### src/rtl/muldiv_seq_if.sv
// muldiv_seq_if: request/response bundle between a requester (master) and muldiv_seq (slave)
interface muldiv_seq_if;
  logic start, flush, busy, done, illegal;
  logic [2:0] op;
  logic [31:0] rs1, rs2, result;
  modport master (output start, op, rs1, rs2, flush, input busy, done, result, illegal);
  modport slave (input start, op, rs1, rs2, flush, output busy, done, result, illegal);
endinterface

### src/rtl/muldiv_seq.sv
// muldiv_seq: iterative RV32M multiply/divide, one bit per cycle; define MULDIV_DIV_EN to build in the divider
module muldiv_seq #(
  parameter int ITER = 32
) (
  input logic clk,
  input logic rst,
  muldiv_seq_if.slave bus
);
  localparam logic [2:0] IDLE = 3'd0, MUL = 3'd1, DIV = 3'd2, FIX = 3'd3, DONE = 3'd4;
  logic [2:0] state, op_q;
  logic [5:0] cnt;
  logic [31:0] b_mag, a_in, b_in, fix_val;
  logic [63:0] acc, acc_nx, prod;
  logic [32:0] mul_sum;
  logic neg, sa, sb, sgn_a, sgn_b, go, last, keep;
`ifdef MULDIV_DIV_EN
  logic rneg, special, ge;
  logic [32:0] trial;
  logic [31:0] diff, quo, rem;
`endif
  always_comb begin
    go = (state == IDLE || state == DONE) && bus.start && !bus.flush;
    sa = bus.op[2] ? !bus.op[0] : bus.op[1:0] != 2'b11;
    sb = bus.op[2] ? !bus.op[0] : !bus.op[1];
    sgn_a = bus.rs1[31] & sa;
    sgn_b = bus.rs2[31] & sb;
    a_in = sgn_a ? -bus.rs1 : bus.rs1;
    b_in = sgn_b ? -bus.rs2 : bus.rs2;
    last = cnt == 6'(ITER - 1);
    mul_sum = {1'b0, acc[63:32]} + {1'b0, acc[0] ? b_mag : 32'd0};
    prod = neg ? -acc : acc;
`ifdef MULDIV_DIV_EN
    keep = 1'b0;
    special = bus.rs2 == 32'd0 || (sa && bus.rs1 == 32'h8000_0000 && bus.rs2 == 32'hFFFF_FFFF);
    trial = acc[63:31];
    ge = trial >= {1'b0, b_mag};
    diff = trial[31:0] - b_mag;
    acc_nx = state == DIV ? (ge ? {diff, acc[30:0], 1'b1} : {acc[62:0], 1'b0}) : {mul_sum, acc[31:1]};
    quo = neg ? -acc[31:0] : acc[31:0];
    rem = rneg ? -acc[63:32] : acc[63:32];
    fix_val = op_q[2] ? (op_q[1] ? rem : quo) : (op_q[1:0] == 2'b00 ? prod[31:0] : prod[63:32]);
`else
    keep = op_q[2];
    acc_nx = {mul_sum, acc[31:1]};
    fix_val = op_q[1:0] == 2'b00 ? prod[31:0] : prod[63:32];
`endif
    bus.busy = state != IDLE;
    bus.done = state == DONE && !keep;
    bus.illegal = state == DONE && keep;
  end
  always_ff @(posedge clk) begin
    if (rst) begin
      state <= IDLE;
      op_q <= '0;
      cnt <= '0;
      b_mag <= '0;
      acc <= '0;
      neg <= 1'b0;
      bus.result <= '0;
`ifdef MULDIV_DIV_EN
      rneg <= 1'b0;
`endif
    end else if (go) begin
      op_q <= bus.op;
      cnt <= '0;
      b_mag <= b_in;
      acc <= {32'd0, a_in};
      neg <= sgn_a ^ sgn_b;
`ifdef MULDIV_DIV_EN
      rneg <= sgn_a;
      state <= bus.op[2] ? (special ? FIX : DIV) : MUL;
      // special divides preload the final quotient/remainder so FIX passes them through unsigned
      if (bus.op[2] && special) begin
        acc <= bus.rs2 == 32'd0 ? {bus.rs1, 32'hFFFF_FFFF} : {32'd0, 32'h8000_0000};
        neg <= 1'b0;
        rneg <= 1'b0;
      end
`else
      state <= bus.op[2] ? FIX : MUL;
`endif
    end else if (bus.flush || state == DONE) begin
      state <= IDLE;
    end else if (state == MUL || state == DIV) begin
      cnt <= cnt + 6'd1;
      acc <= acc_nx;
      if (last) state <= FIX;
    end else if (state == FIX) begin
      state <= DONE;
      if (!keep) bus.result <= fix_val;
    end
  end
endmodule
### src/flat_wrapper.sv
// flat-port wrapper written by rule: the top's interface ports become plain ports
module muldiv_seq_flat 
#(
  parameter int ITER = 32
)
  (clk, rst, bus_start, bus_op, bus_rs1, bus_rs2, bus_flush, bus_busy, bus_done, bus_result, bus_illegal);
  muldiv_seq_if bus_i ();
  input logic clk;
  input logic rst;
  input wire logic [$bits(bus_i.start)-1:0] bus_start;
  input wire logic [$bits(bus_i.op)-1:0] bus_op;
  input wire logic [$bits(bus_i.rs1)-1:0] bus_rs1;
  input wire logic [$bits(bus_i.rs2)-1:0] bus_rs2;
  input wire logic [$bits(bus_i.flush)-1:0] bus_flush;
  output wire logic [$bits(bus_i.busy)-1:0] bus_busy;
  output wire logic [$bits(bus_i.done)-1:0] bus_done;
  output wire logic [$bits(bus_i.result)-1:0] bus_result;
  output wire logic [$bits(bus_i.illegal)-1:0] bus_illegal;
  assign bus_i.start = bus_start;
  assign bus_i.op = bus_op;
  assign bus_i.rs1 = bus_rs1;
  assign bus_i.rs2 = bus_rs2;
  assign bus_i.flush = bus_flush;
  assign bus_busy = bus_i.busy;
  assign bus_done = bus_i.done;
  assign bus_result = bus_i.result;
  assign bus_illegal = bus_i.illegal;
  muldiv_seq #(.ITER(ITER)) u_core (.clk(clk), .rst(rst), .bus(bus_i));
endmodule
### config.mk
export PLATFORM = sky130hd
export DESIGN_NAME = muldiv_seq_flat
export DESIGN_NICKNAME = d
export VERILOG_FILES = /design/src/rtl/muldiv_seq_if.sv /design/src/rtl/muldiv_seq.sv /design/src/flat_wrapper.sv
export SDC_FILE = /design/constraint.sdc
export NUM_CORES = 1
export LEC_CHECK = 0
export BUFFER_PORTS_ARGS = -buffer_cell sky130_fd_sc_hd__buf_2
export CAP_MARGIN = 20
export CELL_PAD_IN_SITES_DETAIL_PLACEMENT = 0
export CELL_PAD_IN_SITES_GLOBAL_PLACEMENT = 1
export CORE_MARGIN = 2
export CORE_UTILIZATION = 43
export DETAILED_ROUTE_END_ITERATION = 12
export PLACE_DENSITY = 0.76
export SLEW_MARGIN = 20
export SYNTH_ARGS = -nofsm -noshare
export SYNTH_HDL_FRONTEND = slang
export SYNTH_SLANG_ARGS = --single-unit
### constraint.sdc
create_clock -name clk -period 4.95 [get_ports clk]
set_input_delay 0 -clock clk [delete_from_list [all_inputs] [get_ports clk]]
set_output_delay 0 -clock clk [all_outputs]
set_load 0.02 [all_outputs]
=== Yosys cells after proc, flatten, opt, wreduce, memory -nomap -nowiden ===
Cells that the tools add are included.

* Memory bits (read-only): 0
* Register bits: 141
* Bits in writable memories: 0
* Output and inout port bits: 35
* Memories: 0
* Latch bits: 0
* Bits of input ports: 71

* Divide/modulo/power cells: 0
* Add/subtract/negate cells: 5
* Equal/unequal tests: 8
* Multipliers: 0
* Bitwise logic cells: 7
* Reductions and logical operators: 21
* Shifts and indexed selects: 0
* Magnitude comparators: 0
* Mux-type cells: 16

{| class="wikitable"
|+ Operator list
! cell !! count
|-
| two-way mux 32 bit || 7
|-
| two-way mux 64 bit || 1
|-
| negation 32 bit || 2
|-
| negation 64 bit || 1
|-
| adder 32 x 32 -> 33 bit || 1
|-
| two-way mux 3 bit || 5
|-
| adder 6 x 1 -> 6 bit, second input constant || 1
|-
| equality test 3 x 2 -> 1 bit, second input constant || 2
|-
| equality test 6 x 5 -> 1 bit, second input constant || 1
|-
| AND reduction 2 bit || 3
|-
| AND reduction 5 bit || 1
|-
| logical AND 1 bit || 4
|-
| zero test 1 bit || 4
|-
| inequality test 4 x 1 -> 1 bit, second input constant || 1
|-
| inverter 1 bit || 4
|-
| nonzero test 4 bit || 1
|-
| equality test 3 x 1 -> 1 bit, second input constant || 1
|-
| equality test 3 bit, second input constant || 1
|-
| zero test 3 bit || 1
|-
| logical OR 1 bit || 3
|-
| nonzero test 3 bit || 1
|-
| AND 1 bit || 2
|-
| zero test 2 bit || 1
|-
| two-way mux 1 bit || 2
|-
| 6 further kinds || 6
|}

=== Logic depth before layout (Yosys ltp) ===
* Depth in word-level cells: 6
* Depth in mapped cells: 14
* Gate-level depth less buffers: 12

=== Worst setup path after synthesis ===
No wires, ideal clock.

* Kind: flip-flop to flip-flop
* Start: register u_core.acc[17]
* End: register u_core.bus.result[25]
* Slack: 1.227 ns
* Buffers on the path: 3
* Cell stages (with the launch flop): 13
* Required time: 4.833 ns
* Arrival time: 3.606 ns
* Period minus slack after synthesis: 3.723 ns
* Cell sequence: dfxtp_1 > buf_6 > or4_4 > or4_4 > or4_4 > or4_1 > buf_2 > or3_1 > buf_6 > nor3b_2 > mux2i_1 > o21ai_1 > a32o_1

* Word-level cells in the longest chain between the ends: 3

{| class="wikitable"
|+ RTL lines
! item !! RTL line !! source
|-
| from (decl) || muldiv_seq.sv:13 || <nowiki>logic [63:0] acc, acc_nx, prod;</nowiki>
|-
| from (signal assigned) || muldiv_seq.sv:67 || <nowiki>acc <= {32'd0, a_in};</nowiki>
|-
| from (signal assigned) || muldiv_seq.sv:85 || <nowiki>acc <= acc_nx;</nowiki>
|-
| negation 64 bit || muldiv_seq.sv:31 || <nowiki>prod = neg ? -acc : acc;</nowiki>
|-
| two-way mux 64 bit || muldiv_seq.sv:31 ||
|-
| two-way mux 32 bit || muldiv_seq.sv:45 || <nowiki>fix_val = op_q[1:0] == 2'b00 ? prod[31:0] : prod[63:32];</nowiki>
|-
| to (signal assigned) || muldiv_seq.sv:89 || <nowiki>if (!keep) bus.result <= fix_val;</nowiki>
|-
| to (decl) || muldiv_seq_if.sv:7 || <nowiki>modport slave (input start, op, rs1, rs2, flush, output busy, done, result, illegal);</nowiki>
|}

No other way between the ends.
A chain may end at the register's enable or synchronous reset.

=== Final worst setup path ===
* Start: register u_core.acc[0]
* End: register u_core.bus.result[26]

Same word-level chain as after synthesis.

==> impl_metrics.json <==
{
  "ys_async_sr_fraction_pct": 0,
  "synth_edf_count": 0,
  "clkSinkCount": 141,
  "yosys_warnings": 0,
  "drtIter0Drc": 709,
  "dpl_worst_slack_ns": 0.576,
  "slew_violations": 0,
  "p_leak_nw": 4.56,
  "required_ns": 5.22,
  "hpwl_um": 21800,
  "synthSimpleGateAreaFrac_pct": 23.9,
  "seq_area_sq_mm": 0.00283,
  "cts_resized": 0,
  "clk_pin_slew_worst_paths_ns": 0.06,
  "numPortBuffers": 105,
  "num_antenna_cells": 0,
  "setup.worst_path.start": "u_core.acc[0]",
  "grt_pass1_vias": 9188,
  "yosys.area_share.adder_pct": 4.81,
  "crit_path_start_kind": "flip-flop",
  "syn_to_final_growth_pct": 20.1,
  "synth.area.mux_share_pct": 0.729,
  "max_freq_ghz": 0.241,
  "total_power_w": 0.00326,
  "drt-total-wl_um": 30200,
  "grt_usage_pct": 25.4,
  "synth_top_cell_by_area": "dfxtp_1",
  "drv_cap": 0,
  "fin_crit_ns": 4.15,
  "rr_worst_depth": 11,
  "rsz0062_at_grt": "no",
  "synth_compound_area_share_pct": 25.4,
  "cp_max_fo": 37,
  "crit_type": "flip-flop to flip-flop",
  "hold_class": "input port to flip-flop",
  "core-area_sq_mm": 0.0225,
  "finalHoldViolations": 0,
  "rr_endpoint": "u_core.bus.result[26]",
  "synth-xor-area-share_pct": 11.6,
  "ys_ff_latch": 141,
  "drcViolationCount": 0,
  "period_share_pct": 83.8,
  "wire_per_inst_um": 17.4,
  "post-cts-setup-buffer-count": 0,
  "ir_drop_mv": 0.215,
  "syn-mean-instance-area_sq_um": 7.48,
  "overflow": 0,
  "vias": 9897,
  "dr.pass1.iters": 5,
  "die_x_um": 155,
  "io_pins": 106,
  "fill_cells": 2260,
  "reg2reg_from": "u_core.acc[0]",
  "antenna_found_initial": 0,
  "drive_gt1_share_pct": 13.0,
  "finClkSkew_ns": 0.0122,
  "setup-tns-final_ns": 0,
  "fin_hold_ws_ns": 0.00955,
  "powerDensity_mw_per_mm2": 277,
  "grt_max_degree": 73,
  "relSlewSlack_pct": 47.7,
  "synth_top_family_by_area": "compound AO/OA/AOI/OAI gates",
  "setup_violations": 0,
  "synthesis.nets": 1416,
  "worst_slack_ns": 0.799,
  "tightestPinTransition_ns": 0.782,
  "end_kind": "flip-flop",
  "cts_max_path_buffers": 2,
  "mappedNetlistArea_sq_mm": 0.00978,
  "ant_nets": 0,
  "start_util_pct": 43.5,
  "ys_seq_area_share_pct": 28.8,
  "grt_pass1_wl_um": 48800,
  "crit_end": "u_core.bus.result[26]",
  "syn_inst": 1308,
  "multi_input_area_sq_mm": 0.00654,
  "synth_cell_type_count": 67,
  "root_buffer": "clkbuf_16",
  "ys.flop_type": "dfxtp_1",
  "final_nets": 1540,
  "cts_hold_buf": 69,
  "die_area_sq_mm": 0.0240,
  "cts_made_buffers": 17,
  "r2r_slack_ns": 0.80,
  "gp_congestion": 0.904,
  "yosys-top-cells-area": "dfxtp_1 (29%), nand2_1 (7.4%), a21oi_1 (6.1%)",
  "die_h_um": 155,
  "viasPerCell": 5.72,
  "synth_top_area_share_pct": 28.8,
  "status": "complete, no violations",
  "clk_latency_ns": 0.43,
  "cts.htree.levels": 4,
  "cts_tree": "yes",
  "cp_data_arrival_time_ns": 4.42,
  "num_rows": 55
}
layout by cell type (no fill, tap or decap), types with 7 or more instances in the layout:
| cell type | instances |
|---|---|
| a211oi_1 | 37 |
| a21oi_1 | 120 |
| a221oi_1 | 8 |
| a22oi_1 | 30 |
| a31oi_1 | 11 |
| and2_1 | 37 |
| buf_2 | 105 |
| buf_4 | 15 |
| clkbuf_16 | 17 |
| dfxtp_1 | 139 |
| dlygate4sd3_1 | 69 |
| ha_1 | 36 |
| inv_1 | 22 |
| nand2_1 | 194 |
| nand3_1 | 19 |
| nand4_1 | 7 |
| nor2_1 | 109 |
| nor3_1 | 31 |
| nor4_1 | 8 |
| o211ai_1 | 13 |
| o21ai_0 | 86 |
| o22ai_1 | 8 |
| o31ai_1 | 22 |
| o41ai_1 | 15 |
| or2_2 | 10 |
| or3_1 | 23 |
| or4_1 | 14 |
| xnor2_1 | 62 |
| xor2_1 | 68 |
metal layers:
metal  GRT usage [%]  part of all wire, %  vias up
met3            4.54                  5.7       30
met1            35.8                   47     4609
met5               0                    0        -
met2            40.0                   45      293
met4            6.97                  1.6        0
li1                -                    -     4965
state kept, by name, summed over array words and instances (netlist names):
register / count
u_core.acc: 64
u_core.b_mag: 32
u_core.bus.result: 32
u_core.cnt: 6
u_core.neg: 1
u_core.op_q: 3
u_core.state: 3
final cells by class:
| cell class | count | share of cell area, % |
|---|---|---|
| inverter | 22 | 0.703 |
| timing repair buffer | 189 | 11.3 |
| tap | 285 | 3.04 |
| clock inverter | 13 | 1.38 |
| clock buffer | 19 | 3.86 |
| multi-input combinational | 1061 | 55.6 |
| sequential | 141 | 24.1 |
power breakdown:
group          switching, W  internal [W]
combinational      0.000379      0.000267
clock              0.000531      0.000822
sequential        0.0000743       0.00118
total              0.000984       0.00227
worst min-delay path by stage:
stage,start,slack [ns],end,cells past startpoint
after floorplan,bus_rs2[0],0.14,u_core.b_mag[0],2
after global placement,bus_op[0],0.26,u_core.op_q[0],3
after detailed placement,bus_op[1],0.27,u_core.op_q[1],3
after CTS,bus_rs2[29],0.01,u_core.b_mag[29],3
after global routing,bus_rs1[1],0.05,u_core.acc[3],5
final,bus_rs2[29],0.01,u_core.b_mag[29],3
synthesized netlist by cell type (3+ instances only):
cell      instances
and3_1            5
a211oi_1         37
a311oi_1          6
clkbuf_1         66
o21bai_1          5
or3_1            23
buf_6             5
o21a_1            3
or4_2             3
or4_4             4
nand3b_1          6
nand2_1         194
a21oi_1         120
a32oi_1           4
or3_2             4
o311ai_0          3
buf_1             6
or4_1            14
a221oi_1          8
or2_2            10
o41ai_1          15
nand3_1          19
nor3b_1           3
a21o_1            5
o21ai_0          86
nor2_1          111
a22oi_1          30
dfxtp_1         141
inv_1            22
and2_1           37
nand2b_1          5
o221ai_1          3
xor2_1           68
nand4_1           7
o31ai_1          22
o211ai_1         13
nor3_1           32
xnor2_1          62
ha_1             36
a31oi_1          11
mux2i_1           6
o22ai_1           8
nor4_1            9
through the flow:
step / cell area (sq um) / cells / utilization, %
after floorplan: 9780 / 1308 / -
after global placement: 10400 / 1629 / 46.4
after detailed placement: 10400 / 1629 / 46.4
after CTS: 11700 / 1730 / 52.2
after global routing: 11700 / 1730 / 52.2
final: 11700 / 1730 / 52.2
cells by family after synthesis:
kind of cell,Yosys count
and+or+nand+nor,493
AOI/OAI and AO/OA,394
DFF,141
xor gates and xnor gates,130
buffers and inverters,106
adders and majority gates,37
muxes,7
worst max-delay path: stages (launching register included):
cell and delay (ns):
dfxtp_2 0.50, inv_1 0.12, ha_1 0.15, or3b_2 0.50, or4_1 0.62, nor4_1 0.54, nand4b_1 0.31, or3_1 0.46
or4_1 0.43, o21ai_0 0.19, o21a_1 0.13, a31oi_1 0.03
(Power assumes the default switching activity.)
